### config.mk
export PLATFORM = sky130hd
export DESIGN_NAME = fetch_ctrl
export DESIGN_NICKNAME = d
export VERILOG_FILES = /design/src/rtl/fetch_ctrl_pkg.sv /design/src/rtl/fetch_redirect_arb.sv /design/src/rtl/fetch_ctrl.sv
export SDC_FILE = /design/constraint.sdc
export NUM_CORES = 1
export LEC_CHECK = 0
export ABC_AREA = 1
export BUFFER_PORTS_ARGS = -buffer_cell sky130_fd_sc_hd__buf_2
export CORE_MARGIN = 5
export CORE_UTILIZATION = 54
export DETAILED_ROUTE_END_ITERATION = 12
export GPL_TIMING_DRIVEN = 0
export PLACE_DENSITY = 0.95
export SYNTH_ARGS = -nofsm -noshare
export SYNTH_HDL_FRONTEND = slang
export SYNTH_HIERARCHICAL = 1
export SYNTH_SLANG_ARGS = --single-unit
### constraint.sdc
create_clock -name clk -period 5.3 [get_ports clk]
set_input_delay 1.06 -clock clk [delete_from_list [all_inputs] [get_ports clk]]
set_output_delay 1.06 -clock clk [all_outputs]
set_load 0.1 [all_outputs]
### src/rtl/fetch_ctrl_pkg.sv
// Shared constants and state encoding for the fetch-stage sequencer.
package fetch_ctrl_pkg;

  localparam int unsigned PC_SIZE_DEF    = 32;
  localparam int unsigned INSTR_SIZE_DEF = 32;
  localparam logic [31:0] RESET_PC_DEF   = 32'h0000_0000;

  // Low PC bits that are always cleared on every next-PC candidate.
  localparam logic [1:0]  INSTR_ALIGN_MASK = 2'b11;

  typedef enum logic [2:0] {
    StIdle    = 3'd0,
    StReq     = 3'd1,
    StWait    = 3'd2,
    StPresent = 3'd3,
    StHold    = 3'd4,
    StDrain   = 3'd5
  } fetch_state_e;

endpackage

### src/rtl/fetch_redirect_arb.sv
// Next-PC priority select: fail > jalr > pred > pc+4, word-aligned, plus redirect flag.
module fetch_redirect_arb
  import fetch_ctrl_pkg::*;
#(
  parameter int unsigned PC_SIZE = PC_SIZE_DEF
) (
  input  logic               i_fail_valid,
  input  logic [PC_SIZE-1:0] i_fail_pc,
  input  logic               i_jalr_valid,
  input  logic [PC_SIZE-1:0] i_jalr_pc,
  input  logic               i_pred_valid,
  input  logic [PC_SIZE-1:0] i_pred_pc,
  input  logic [PC_SIZE-1:0] i_pc,
  output logic [PC_SIZE-1:0] o_next_pc,
  output logic               o_redirect
);

  localparam logic [PC_SIZE-1:0] ALIGN_KEEP = ~PC_SIZE'(INSTR_ALIGN_MASK);

  logic [PC_SIZE-1:0] w_target;

  always_comb begin
    w_target   = i_pc + PC_SIZE'(4);
    o_redirect = 1'b0;
    if (i_fail_valid) begin
      w_target   = i_fail_pc;
      o_redirect = 1'b1;
    end else if (i_jalr_valid) begin
      w_target   = i_jalr_pc;
      o_redirect = 1'b1;
    end else if (i_pred_valid) begin
      w_target = i_pred_pc;
    end
    o_next_pc = w_target & ALIGN_KEEP;
  end

endmodule

### src/rtl/fetch_ctrl.sv
// Fetch-stage sequencer: owns the fetch PC, one outstanding imem request, redirect handling.
// Optional FETCH_PERF_EN adds saturating redirect/drain counters.
module fetch_ctrl
  import fetch_ctrl_pkg::*;
#(
  parameter int unsigned        PC_SIZE    = PC_SIZE_DEF,
  parameter int unsigned        INSTR_SIZE = INSTR_SIZE_DEF,
  parameter logic [PC_SIZE-1:0] RESET_PC   = PC_SIZE'(RESET_PC_DEF)
) (
`ifdef FETCH_PERF_EN
  output logic [31:0]           perf_redirect_cnt,
  output logic [31:0]           perf_drain_cnt,
`endif
  input  logic                  clk,
  input  logic                  rst,
  input  logic                  stall,
  input  logic                  fail_valid,
  input  logic [PC_SIZE-1:0]    fail_pc,
  input  logic                  jalr_valid,
  input  logic [PC_SIZE-1:0]    jalr_pc,
  input  logic                  pred_valid,
  input  logic [PC_SIZE-1:0]    pred_pc,
  output logic                  imem_req_valid,
  input  logic                  imem_req_ready,
  output logic [PC_SIZE-1:0]    imem_req_addr,
  input  logic                  imem_rsp_valid,
  input  logic [INSTR_SIZE-1:0] imem_rsp_instr,
  output logic                  if_valid,
  output logic [INSTR_SIZE-1:0] if_instr,
  output logic [PC_SIZE-1:0]    if_pc
);

  fetch_state_e          r_state, w_state_nxt;
  logic [PC_SIZE-1:0]    r_pc, w_pc_nxt;
  logic                  r_if_valid, w_if_valid_nxt;
  logic [INSTR_SIZE-1:0] r_if_instr;
  logic [PC_SIZE-1:0]    r_if_pc;

  logic                  w_consume;
  logic                  w_capture;
  logic                  w_drop;
  logic                  w_redirect;
  logic [PC_SIZE-1:0]    w_arb_pc;

  // Prediction only matters when decode takes the presented instruction.
  assign w_consume = ((r_state == StPresent) || (r_state == StHold)) && !stall;

  fetch_redirect_arb #(
    .PC_SIZE (PC_SIZE)
  ) u_arb (
    .i_fail_valid (fail_valid),
    .i_fail_pc    (fail_pc),
    .i_jalr_valid (jalr_valid),
    .i_jalr_pc    (jalr_pc),
    .i_pred_valid (pred_valid && w_consume),
    .i_pred_pc    (pred_pc),
    .i_pc         (r_pc),
    .o_next_pc    (w_arb_pc),
    .o_redirect   (w_redirect)
  );

  always_comb begin
    w_state_nxt    = r_state;
    w_pc_nxt       = r_pc;
    w_if_valid_nxt = r_if_valid;
    w_capture      = 1'b0;
    w_drop         = 1'b0;
    case (r_state)
      StIdle: begin
        w_state_nxt = StReq;
        if (w_redirect) w_pc_nxt = w_arb_pc;
      end
      StReq: begin
        if (w_redirect) begin
          w_pc_nxt    = w_arb_pc;
          w_state_nxt = imem_req_ready ? StDrain : StReq;
        end else if (imem_req_ready) begin
          w_state_nxt = StWait;
        end
      end
      StWait: begin
        if (w_redirect) begin
          w_pc_nxt = w_arb_pc;
          if (imem_rsp_valid) begin
            w_drop      = 1'b1;
            w_state_nxt = StReq;
          end else begin
            w_state_nxt = StDrain;
          end
        end else if (imem_rsp_valid) begin
          w_capture      = 1'b1;
          w_if_valid_nxt = 1'b1;
          w_state_nxt    = StPresent;
        end
      end
      StPresent, StHold: begin
        if (w_redirect || !stall) begin
          w_pc_nxt       = w_arb_pc;
          w_if_valid_nxt = 1'b0;
          w_state_nxt    = StReq;
        end else begin
          w_state_nxt = StHold;
        end
      end
      StDrain: begin
        if (w_redirect) w_pc_nxt = w_arb_pc;
        if (imem_rsp_valid) begin
          w_drop      = 1'b1;
          w_state_nxt = StReq;
        end
      end
      default: w_state_nxt = StIdle;
    endcase
    if (w_redirect) w_if_valid_nxt = 1'b0;
  end

  always_ff @(posedge clk or posedge rst) begin
    if (rst) begin
      r_state    <= StIdle;
      r_pc       <= RESET_PC;
      r_if_valid <= 1'b0;
      r_if_instr <= '0;
      r_if_pc    <= '0;
    end else begin
      r_state    <= w_state_nxt;
      r_pc       <= w_pc_nxt;
      r_if_valid <= w_if_valid_nxt;
      if (w_capture) begin
        r_if_instr <= imem_rsp_instr;
        r_if_pc    <= r_pc;
      end
    end
  end

  assign imem_req_valid = (r_state == StReq);
  assign imem_req_addr  = r_pc;
  assign if_valid       = r_if_valid;
  assign if_instr       = r_if_instr;
  assign if_pc          = r_if_pc;

`ifdef FETCH_PERF_EN
  logic [31:0] r_perf_redirect_cnt;
  logic [31:0] r_perf_drain_cnt;

  always_ff @(posedge clk or posedge rst) begin
    if (rst) begin
      r_perf_redirect_cnt <= '0;
      r_perf_drain_cnt    <= '0;
    end else begin
      if (w_redirect && (r_perf_redirect_cnt != '1)) begin
        r_perf_redirect_cnt <= r_perf_redirect_cnt + 32'd1;
      end
      if (w_drop && (r_perf_drain_cnt != '1)) begin
        r_perf_drain_cnt <= r_perf_drain_cnt + 32'd1;
      end
    end
  end

  assign perf_redirect_cnt = r_perf_redirect_cnt;
  assign perf_drain_cnt    = r_perf_drain_cnt;
`endif

endmodule

-- Word-level counts from Yosys, hierarchy flattened
Cells that the tools add are included.
Widths: inputs -> output; s select.
- bits in registers: 100
- latch bits: 0
- memory bits (writable): 0
- ROM bits: 0
- input port bits: 136
- word-level logic and storage cells: 54
- memories: 0
- $add $sub $neg: 1
- multiply operators: 0
- div/mod/pow operators: 0
- magnitude comparators: 0
- equal/unequal tests: 11
- shift operators: 0
- mux-type cells: 24
- bitwise operators: 0
- reduce and logical (&&, ||, !) cells: 13
- operators by type and width (operator ; count):
    $mux 32 ; 5
    $pmux 32 s2 ; 1
    $add 32x3->32 const B ; 1
    $mux 3 ; 8
    $pmux 3 s5 ; 1
    $reduce_and 3->1 ; 3
    $mux 1 ; 8
    $eq 3x2->1 const B ; 2
    $eq 3x3->1 const B ; 2
    $ne 3x3->1 const B ; 2
    $ne 2x2->1 const B ; 2
    $reduce_or 4->1 ; 1
    $eq 3x1->1 const B ; 1
    $logic_not 3->1 ; 1
    $ne 3x1->1 const B ; 1
    $reduce_bool 3->1 ; 1
    $logic_and 1x1->1 ; 2
    $logic_or 1x1->1 ; 2
    $ne 2x1->1 const B ; 1
    $pmux 1 s2 ; 1
    $reduce_bool 2->1 ; 1
    $reduce_or 2->1 ; 1
    $logic_not 1->1 ; 1

-- Longest topological paths before layout
Gate-level depths: netlist (run 1).
- word-level depth: 9
- gate-level depth with buffers: 14
- depth with buffers taken out: 12

-- Cells and area by module
Netlist (run 1), hierarchy kept.
- modules (own cells, without submodules) (module ; instances ; cells each ; area an instance (µm²)):
    fetch_ctrl ; 1 ; 476 ; 4116.4
    fetch_redirect_arb ; 1 ; 401 ; 1856.8

-- Worst setup path before layout (run 1)
Ideal clock, no wire load.
- kind: reg2out
- start: register r_state[1]
- end: output port imem_req_valid
- arrival time: 1.884 ns
- required time: 4.240 ns
- setup slack: 2.356 ns
- cell stages (with the launch flop): 4
- buffers on the path: 0
- path through: dfrtp_1 inv_2 nand2_1 nor2_1
- word-level cells in the longest chain between the ends: 1
- ends and longest elaborated chain (what ; line ; text):
    start: declaration ; fetch_ctrl.sv:33 ; fetch_state_e r_state, w_state_nxt;
    start signal: assignment ; fetch_ctrl.sv:119 ; r_state <= StIdle;
    start signal: assignment ; fetch_ctrl.sv:125 ; r_state <= w_state_nxt;
    $eq 3x1->1 ; fetch_ctrl.sv:135 ; assign imem_req_valid = (r_state == StReq);
    end: declaration ; fetch_ctrl.sv:23 ; output logic imem_req_valid,
Every way passes these cells.

-- Final worst setup path (run 1)
Same ends and word-level chain as after synthesis.

==> results_dict.tcl, run 1 <==
set metrics [dict create \
    grtUsageTotal_pct 29.8 \
    maxSlewViolCount 0 \
    synth_edf_count 0 \
    die_w_um 115 \
    grt_max_degree 61 \
    grt_pass1_wl_um 31400 \
    synthFlopType "dfrtp_1" \
    die_area_um2 13300 \
    fin_cells 1262 \
    worst_pin_slew_ns 0.655 \
    stdcell_area_um2 7530 \
    relSlewSlack_pct 56.3 \
    clk_latency_ns 0.38 \
    cts_buffers 9 \
    synth.most_common_cell "nand2_1" \
    synth.area.top_cells "dfrtp_1 (42%), nand2_1 (16%), nor2_1 (7.2%)" \
    rows 38 \
    die_y_um 115 \
    post-cts-setup-buffer-count 0 \
    dp_hpwl_um 15300 \
    synth_top_area_cell "dfrtp_1" \
    cts_tree "yes" \
    power.leakage_uw 0.00433 \
    fin_crit_sh_pct 51.8 \
    ant_nets 0 \
    hp-class "register to register" \
    wl_per_cell_um 15.7 \
    via_per_inst 5.30 \
    syn_area_per_cell_um2 6.81 \
    synthTopCellsByCount "nand2_1 (253), nor2_1 (115), inv_1 (105)" \
    setup_viol 0 \
    antenna_found_initial 0 \
    async_reset_ff_share_pct 100 \
    critPathCaptureType "output pin" \
    pin_count 234 \
    peakVddDrop_mv 0.490 \
    final_hold_viol_count 0 \
    drv_cap 0 \
    seqCellArea_um2 2500 \
    grt_pass1_vias 6379 \
    cp_max_fo 7 \
    fmax_mhz 364 \
    numPortBuffers 227 \
    multiInputGateArea_um2 2840 \
    start_util_pct 55.1 \
    nFillCells 969 \
    initialDrtViolationCount 654 \
    fin_util_pct 69.5 \
    core-area_um2 10800 \
    period_minus_slack_ns 2.75 \
    synthDistinctLibCells 32 \
    firstDrtPassIters 5 \
    cts_resized 0 \
    dp_cells 1246 \
    critical_path_required_ns 4.24 \
    synthToLayoutAreaGrowth_pct 26.1 \
    status "finished, final reports clean" \
    vias 6686 \
    cts_buffer_depth 2 \
    critPathLaunchType "register" \
    synth-seq-area-share_pct 41.9 \
    ys.warnings.count 6 \
    clock_tree.root_cell "clkbuf_8" \
    nNetsFinal 1254 \
    wl_um 19900 \
    gp_congestion 0.996 \
    placed_area_um2 7320 \
    path_clk_slew_ns 0.11 \
    ys_ff_latch 100 \
    drive_gt1_share_pct 27.6 \
    arrival_ns 1.69 \
    setup_tns_ns 0 \
    htree_levels 3 \
    cts-hold-fix-buffers 0 \
    crit_type "register to output pin" \
    synth_top_area_share_pct 41.9 \
    gr-total-overflow 0 \
    insertedDiodeCount 0 \
    powerDensity_nw_per_um2 676 \
    skew_ns 0.0140 \
    netlist_instances 877 \
    drc 0 \
    rsz0062_at_grt "false" \
    synth_area_um2 5970 \
    clock-sinks 100 \
]
## layout by cell type (no fill, tap or decap), types with 2 or more instances in the layout
master,netlist,final
a21oi_1,43,43
a21oi_2,5,5
a22oi_1,2,2
buf_2,28,255
buf_4,5,5
clkbuf_1,10,10
clkbuf_8,0,9
clkinv_1,2,2
clkinv_8,0,3
conb_1,1,2
dfrtp_1,100,100
inv_1,105,104
inv_2,4,4
inv_8,0,2
nand2_1,253,253
nand2_2,6,6
nand2_4,2,2
nand3_1,80,80
nand3b_1,2,2
nand4_1,4,4
nor2_1,115,115
nor2_2,6,6
nor2_4,5,5
nor2_8,2,2
o211ai_1,3,3
o21ai_0,15,15
o21ai_1,65,65
xnor2_1,5,5
xor2_1,3,3
## critical path, stage by stage, from the launching register on
cell and delay, ns:
dfrtp_1 0.48, inv_2 0.13, nand2_1 0.06, nor2_1 0.18, buf_2 0.47
## power breakdown
group	switching (uW)	internal [uW]
sequential	279	1030
combinational	2730	529
clock	328	192
total	3330	1760
## cell type report
class                           instances  area share (%)
Inverter                              111            5.57
Sequential cell                       100            33.2
Buffer                                 43            2.86
Multi-Input combinational cell        624            37.7
Clock inverter                          7            1.18
Timing Repair Buffer                  228            15.5
Tap cell                              140            2.33
Clock buffer                            9            1.64
## through the flow
step,setup slack (ns),total power (uW),hold WS (ns)
finish,2.55,5090,0.499
detailed placement,2.38,4570,0.473
global route,2.46,5330,0.523
CTS,2.55,5090,0.500
global placement,0.463,4520,0.467
floorplan,1.62,3960,0.592
## flip-flops by register name, summed over array words and instances (netlist names)
signal / cells
if_instr: 32
imem_req_addr: 32
if_pc: 32
if_valid: 1
r_state: 3
## metal layers
metal	up-vias	GRT usage, %	share of wire (%)
met5	-	0	0
met4	0	11.6	2.8
met3	43	5.05	9.1
met2	320	49.5	49
met1	3102	39.1	39
li1	3221	-	-
## worst paths after layout
| kind | end | slack [ns] | cells past startpoint | startpoint |
|---|---|---|---|---|
| min in group asynchronous | if_instr[28] | 0.72 | 2 | rst |
| hold reg to reg | if_pc[22] | 0.50 | 2 | if_pc[22] |
| hold / removal | if_pc[22] | 0.50 | 2 | if_pc[22] |
| setup / recovery | imem_req_valid | 2.55 | 4 | r_state[1] |
| setup reg to reg | imem_req_addr[5] | 2.90 | 13 | r_state[2] |
| max in group asynchronous | imem_req_addr[11] | 3.89 | 3 | rst |
## cell families after synthesis
family / synth area share, %
AO/OA/AOI/OAI: 12.0
AND/OR/NAND/NOR: 34.1
buffers and inverters: 10.6
XOR/XNOR: 1.17
adder cells (fa/ha/maj): 0.209
other: 0.0628
flip-flops: 41.9
Note: power is estimated with default switching activity, not from simulation.
==> run 2: changes to the inputs <==
Settings changed: CORE_UTILIZATION 54 to 50, PLACE_DENSITY 0.95 to 0.9.
Clock period 5.3 ns to 2.8 ns, I/O delays scaled along.
==> run 2 against run 1 <==
- sequential cell count did not move
- wire length rose by 0.16%
- clock skew fell by 0.0025 ns
- setup slack got worse by 2.2 ns
- sequential power rose by 90%
- register-to-register slack got worse by 2.5 ns
- die area rose by 7.3%
- critical path type is now register to register
==> results_dict.tcl, run 2 (synthesis results as in run 1) <==
set metrics [dict create \
    status "finished, final reports clean" \
    grt_pass1_vias 6450 \
    fmax_mhz 409 \
    post-cts-setup-buffer-count 0 \
    ant_nets 0 \
    grt_pass1_wl_um 31600 \
    setup_tns_ns 0 \
    power.leakage_uw 0.00436 \
    htree_levels 3 \
    cp_top_family "buffers and inverters" \
    crit_type "register to register" \
    mostFrequentLayoutCells "buf_2 (255), nand2_1 (253), nor2_1 (115)" \
    pin_count 234 \
    clk_latency_ns 0.35 \
    core-area_um2 11900 \
    arrival_ns 2.73 \
    cts_buffers 9 \
    cts_resized 0 \
    grt_max_degree 42 \
    nFillCells 1100 \
    nNetsFinal 1255 \
    clock-sinks 100 \
    die_area_um2 14200 \
    fin_crit_sh_pct 87.4 \
    setup_viol 0 \
    critPathBufInv 5 \
    grtUsageTotal_pct 27.6 \
    layout.cells.most_common "buf_2" \
    start_util_pct 50.4 \
    die_y_um 119 \
    vias 6680 \
    synthToLayoutAreaGrowth_pct 27.9 \
    relSlewSlack_pct 46.8 \
    cpMaxStageDelayCell "clkbuf_1" \
    path_clk_slew_ns 0.08 \
    wl_per_cell_um 15.6 \
    drive_gt1_share_pct 27.7 \
    critical_path_required_ns 3.09 \
    via_per_inst 5.25 \
    gr-total-overflow 0 \
    cts_buffer_depth 2 \
    die_w_um 119 \
    cp_slowest_stage_delay_ns 0.34 \
    multiInputGateArea_um2 2840 \
    maxSlewViolCount 0 \
    skew_ns 0.0115 \
    peakVddDrop_mv 0.731 \
    gp_congestion 0.972 \
    powerDensity_nw_per_um2 1290 \
    wl_um 19900 \
    period_minus_slack_ns 2.45 \
    worst_pin_slew_ns 0.797 \
    cp_max_fo 10 \
    cts_tree "yes" \
    dp_cells 1254 \
    hp-class "primary input to asynchronous set/reset pin" \
    numPortBuffers 227 \
    drc 0 \
    critPathLaunchType "register" \
    rsz0062_at_grt "false" \
    initialDrtViolationCount 539 \
    cts-hold-fix-buffers 0 \
    drv_cap 0 \
    fin_cells 1272 \
    firstDrtPassIters 5 \
    cp_cell_sequence "buf_2 -> inv_1 -> nand2_1 -> nand3_1 -> nor2_1 -> buf_2 -> clkinv_1 -> clkbuf_1 -> nand3_1 -> nand2_1 -> a21oi_1 -> nand3_1 -> nand2_1" \
    antenna_found_initial 2 \
    clock_tree.root_cell "clkbuf_16" \
    seqCellArea_um2 2500 \
    critPathCaptureType "register" \
    dp_hpwl_um 15200 \
    final_hold_viol_count 0 \
    rows 40 \
]
==> run 2: cell types whose count changed in the layout (fill, tap and decap cells not counted) <==
cell	delta
clkbuf_16	+9
buf_16	-1
clkbuf_8	-8
inv_4	-1
clkinv_8	-3
buf_12	+2
diode_2	+2
clkinvlp_4	+3
==> run 2: worst paths after layout <==
path	startpoint	to	slack [ns]	cells past startpoint
worst min register to register	if_instr[27]	if_instr[27]	0.49	2
max in group asynchronous	rst	imem_req_addr[29]	1.77	3
min in group clk	imem_rsp_instr[11]	if_instr[11]	0.44	3
worst max register to register	r_state[2]	imem_req_addr[30]	0.35	13
worst min-delay path	rst	if_pc[18]	0.35	2
worst max-delay path	r_state[2]	imem_req_addr[30]	0.35	13
==> run 2: report_power, final <==
| group | internal [uW] | switching [uW] |
|---|---|---|
| clock | 645 | 591 |
| combinational | 1000 | 5160 |
| sequential | 1960 | 527 |
==> run 2: layout make-up <==
type | count | area share [%]
clock buffer | 10 | 3.13
buffer | 43 | 2.82
sequential | 100 | 32.8
clock inverter | 6 | 0.721
antenna | 2 | 0.0655
multi-input combinational | 624 | 37.2
timing repair buffer | 229 | 15.4
inverter | 111 | 5.50
tap | 147 | 2.41
==> run 2: stage by stage <==
stage	hold WS (ns)	worst slack, ns	total power (uW)	area (um^2)	util (%)
after floorplan	0.592	0.356	7500	5980	-
after global placement	0.466	0.349	8550	7300	61.6
after detailed placement	0.472	0.366	8650	7340	61.9
after CTS	0.358	0.440	9890	7630	64.4
after global routing	0.392	0.209	10400	7640	64.4
final	0.350	0.354	9880	7640	64.4
==> run 2: per-layer routing <==
layer	share of wire [%]	vias to the layer above	wire [um]	GRT usage, %
met1	41	3068	8220	35.6
met3	8.2	63	1620	5.37
li1	-	3229	-	-
met5	0	-	0	0
met2	47	320	9400	45.1
met4	3.3	0	654	11.9
